==> config.mk <==
export PLATFORM = sky130hd
export DESIGN_NAME = scan_display
export DESIGN_NICKNAME = d
export VERILOG_FILES = /design/src/rtl/scan_display.sv
export SDC_FILE = /design/constraint.sdc
export NUM_CORES = 1
export LEC_CHECK = 0
export CORE_UTILIZATION = 45
export DETAILED_ROUTE_END_ITERATION = 8
export GPL_TIMING_DRIVEN = 0
export PLACE_DENSITY = 0.83
export SLEW_MARGIN = 40
export SYNTH_ARGS = -nofsm -noshare
export SYNTH_HDL_FRONTEND = slang
export SYNTH_SLANG_ARGS = --single-unit
==> constraint.sdc <==
create_clock -name clk -period 1.65 [get_ports clk]
set_input_delay 0.33 -clock clk [delete_from_list [all_inputs] [get_ports clk]]
set_output_delay 0.33 -clock clk [all_outputs]
set_load 0.02 [all_outputs]
==> src/rtl/scan_display.sv <==
// Four-digit multiplexed 7-segment driver with staged BCD data, frame-aligned
// display updates and optional leading-zero blanking.
module scan_display (
    input  logic        clk,
    input  logic        rst,
    input  logic [1:0]  CNT4,
    input  logic        LOAD,
    input  logic [15:0] DIN,
    input  logic        BLANK_LZ,
    output logic [3:0]  AN,
    output logic [6:0]  SEG,
    output logic        PEND,
    output logic        FRAME
);

    localparam logic [6:0] SEG_BLANK = 7'b1111111;

    logic [15:0] staging;
    logic [15:0] display;
    logic [1:0]  prev_ph;
    logic        boundary;

    logic [3:0]  cur_digit;
    logic [3:0]  zero_up;      // bit i: digit i and all higher digits are zero
    logic        lz_blank;
    logic [6:0]  seg_next;
    logic [3:0]  an_next;

    function automatic logic [6:0] bcd_to_seg(input logic [3:0] d);
        logic [6:0] s;
        case (d)
            4'd0:    s = 7'b1000000;
            4'd1:    s = 7'b1111001;
            4'd2:    s = 7'b0100100;
            4'd3:    s = 7'b0110000;
            4'd4:    s = 7'b0011001;
            4'd5:    s = 7'b0010010;
            4'd6:    s = 7'b0000010;
            4'd7:    s = 7'b1111000;
            4'd8:    s = 7'b0000000;
            4'd9:    s = 7'b0010000;
            default: s = SEG_BLANK;
        endcase
        return s;
    endfunction

    assign boundary = (prev_ph == 2'd3) && (CNT4 == 2'd0);

    always_comb begin
        zero_up    = '0;
        zero_up[3] = (display[15:12] == 4'd0);
        zero_up[2] = zero_up[3] && (display[11:8] == 4'd0);
        zero_up[1] = zero_up[2] && (display[7:4] == 4'd0);
        // Digit0 is never subject to leading-zero blanking.
        zero_up[0] = 1'b0;
    end

    always_comb begin
        cur_digit = display[{CNT4, 2'b00} +: 4];
        lz_blank  = BLANK_LZ && zero_up[CNT4];
        seg_next  = lz_blank ? SEG_BLANK : bcd_to_seg(cur_digit);
        an_next   = ~(4'b0001 << CNT4);
    end

    always_ff @(posedge clk) begin
        if (rst) begin
            staging <= '0;
            display <= '0;
            prev_ph <= '0;
            PEND    <= 1'b0;
            FRAME   <= 1'b0;
            AN      <= '1;
            SEG     <= '1;
        end else begin
            prev_ph <= CNT4;
            FRAME   <= boundary;
            AN      <= an_next;
            SEG     <= seg_next;
            if (LOAD)
                staging <= DIN;
            // Display takes the pre-edge staging value even when LOAD coincides.
            if (boundary)
                display <= staging;
            if (LOAD)
                PEND <= 1'b1;
            else if (boundary)
                PEND <= 1'b0;
        end
    end

endmodule

==> flow_summary_export.csv <==
group,metric,value,unit
run_status,status,"finished, final reports clean",
yosys,yosys_warnings,0,
yosys,synth_edf_count,0,
yosys,syn_nets,223,
drt,ant_nets,0,
worst_setup_path,critPathBufInv,0,
timing,rsz0062_at_grt,"true",
finish,layout.cells.most_common,"dfxtp_1",
drt,avgRoutedWirePerCell,12.6,microns
worst_setup_path,required,1.83,ns
power_and_ir_drop,power_leakage,0.950,nW
yosys,ys.flop_type,"dfxtp_1",
yosys,synthTopCellsByArea,"dfxtp_1, mux2i_1, nand2_1",
finish,drive_above_1_share,0.150,
timing,clock_skew,0.00493,ns
worst_setup_path,critical_path.max_fanout,4,
place,hpwlAfterDp,2.60,mm
place,portBuffers,32,
finish,layout_common_cells,"dfxtp_1, nand2_1, clkdlybuf4s50_1",
finish,antennaDiodeCount,0,
timing,setup_viol,0,
grt,grt_pass1_vias,1441,
grt,grt_first_pass_wirelength,6.21,mm
timing,fin_crit_sh,0.998,
timing,worst_pin_slew,0.538,ns
yosys,syn_inst,196,
job,cap_violations,0,
power_and_ir_drop,vdd_ir_drop_max,0.649,mV
floorplan,row_count,22,
place,gp_congestion,0.922,
finish,layout.cells.non_filler,288,
worst_setup_path,critical_path.top_delay_family,"multiplexers",
yosys,async_flop_share,0,
worst_setup_path,crit_path_end_kind,"flip-flop",
drt,via_per_inst,5.12,
worst_setup_path,cpPeakStageDelay,0.54,ns
worst_setup_path,worstPathArrival,1.82,ns
drt,route.detailed.drc,0,
finish,num-nets-final,267,
finish,area_growth,31.1,%
floorplan,die_h,66.1,microns
clocking,clockRootBuffer,"clkbuf_8",
timing,clock.fmax,607,MHz
worst_setup_path,cp_slowest_cell,"mux4_2",
timing,hold_ws,0.409,ns
floorplan,ios,35,
clocking,cts.sinks,47,
drt,wl,3.62,mm
finish,stdcell_area,0.00243,sq mm
drt,route.vias.total,1474,
clocking,clk_pin_slew,0.08,ns
worst_setup_path,setup.worst_path.class,"flip-flop to flip-flop",
grt,track_usage,0.190,
place,dpl.cell_count,276,
timing,fin_crit,1.65,ns
place,dp_slack,-0.801,ns
yosys,synth.largest_area_cell,"dfxtp_1",
timing,drv_slew,0,
grt,overflow,0,
yosys,netlist_area,0.00185,sq mm
floorplan,die_x,66.1,microns
clocking,cts_tree,"built",
clocking,cts_inserted_buffers,5,
clocking,clock_latency,0.30,ns
grt,grt_start_max_net_pins,14,
clocking,cts-hold-fix-buffers,0,
clocking,htree_levels,2,
yosys,yosysUniqueCellTypes,27,
timing,max_slew_margin,0.642,
floorplan,start_util,0.487,
floorplan,core,0.00380,sq mm
grt,antenna_found_initial,0,
hold_path,worstHoldPathType,"input port to flip-flop",
finish,fillerInstances,326,
yosys,synth_seq_cells,47,
place,placed_area,0.00224,sq mm
worst_setup_path,start_kind,"flip-flop",
timing,worst_slack,0.00248,ns
finish,fin_util,0.639,
drt,firstDrtPassIters,4,
clocking,ctsLongestPathBuffers,2,
yosys,seq_area_frac_synth,0.508,
yosys,synth.top_cell.area_share,0.508,
power_and_ir_drop,power.density,859,mW/mm^2
floorplan,die_area,0.00437,sq mm
worst_setup_path,worstPathCellList,"mux4_2 -> ha_4 -> mux2_4 -> o21ai_1 -> nand3_1",
yosys,synth_area_per_cell,9.44,sq um
drt,drtIter0Drc,95,
timing,hold_violations,0,
==> final cells by class <==
type	instances	area [sq um]	share of cell area
Inverter	5	18.8	0.00774
Sequential cell	47	946	0.390
Buffer	10	68.8	0.0284
Multi-Input combinational cell	132	875	0.360
Tap cell	48	60.1	0.0248
Clock buffer	6	82.6	0.0340
Timing Repair Buffer	39	370	0.153
Clock inverter	1	5.00	0.00206
==> synth_stat cells (3+ instances only) <==
library cell / number
nor2_1: 19
dfxtp_1: 47
ha_1: 5
a21oi_1: 19
nor4_1: 3
inv_1: 5
nand2_1: 36
mux2i_1: 19
clkbuf_1: 7
o21ai_1: 5
nor2b_1: 3
mux4_2: 3
nand3_1: 6
==> final timing paths <==
| path | to | from | cells after the start | slack (ns) |
|---|---|---|---|---|
| worst max register to register | SEG[0]$_SDFF_PP1_ | display[8]$_SDFFE_PP0P_ | 5 | 0.002 |
| worst min-delay path | display[1]$_SDFFE_PP0P_ | rst | 2 | 0.41 |
| worst max-delay path | SEG[0]$_SDFF_PP1_ | display[8]$_SDFFE_PP0P_ | 5 | 0.002 |
| worst min register to register | display[13]$_SDFFE_PP0P_ | staging[13]$_SDFFE_PP0P_ | 2 | 0.46 |
==> where the power goes <==
| group | total, mW | switching [mW] | leakage (nW) | internal (mW) |
|---|---|---|---|---|
| Combinational | 0.214 | 0.0984 | 0.515 | 0.116 |
| Sequential | 1.19 | 0.0168 | 0.388 | 1.18 |
| Clock | 0.676 | 0.347 | 0.0470 | 0.329 |
==> sequential cells by signal, indices dropped and copies added, names as in the netlist <==
name	count
AN	4
PEND	1
SEG	7
display	16
FRAME	1
prev_ph	2
staging	16
==> routing by layer <==
metal | GRT usage | vias to the layer above | part of all wire
li1 | - | 744 | -
met1 | 0.216 | 693 | 0.44
met2 | 0.344 | 32 | 0.51
met3 | 0.0414 | 5 | 0.033
met4 | 0.0718 | 0 | 0.015
met5 | 0 | - | 0
==> cell families after synthesis <==
group | after synthesis | synth area share
adder cells (fa/ha/maj) | 5 | 0.0338
AO/OA/AOI/OAI | 28 | 0.0798
multiplexers | 24 | 0.160
flip-flops | 47 | 0.508
buffers and inverters | 17 | 0.0399
AND/OR/NAND/NOR | 75 | 0.179
==> per-stage QoR <==
step                      TNS [ns]  power [mW]
after floorplan             -0.152        1.33
after global placement      -14.76        1.42
after detailed placement    -15.87        1.43
after CTS                 -0.00672        2.10
after global routing        -0.165        2.17
final                            0        2.08
==> worst reg2reg max path: stages (launching register included) <==
cell and delay, ns:
dfxtp_2 0.34, mux4_2 0.54, ha_4 0.19, mux2_4 0.26
o21ai_1 0.11, nand3_1 0.08
==> what timing repair did <==
action	in CTS	in global routing
pin swaps	2	3
endpoints found under the hold margin	0	0
setup endpoints to repair	24	18
buffers inserted	5	2
resized for setup	16	10
Note: power is estimated with default switching activity, not from simulation.
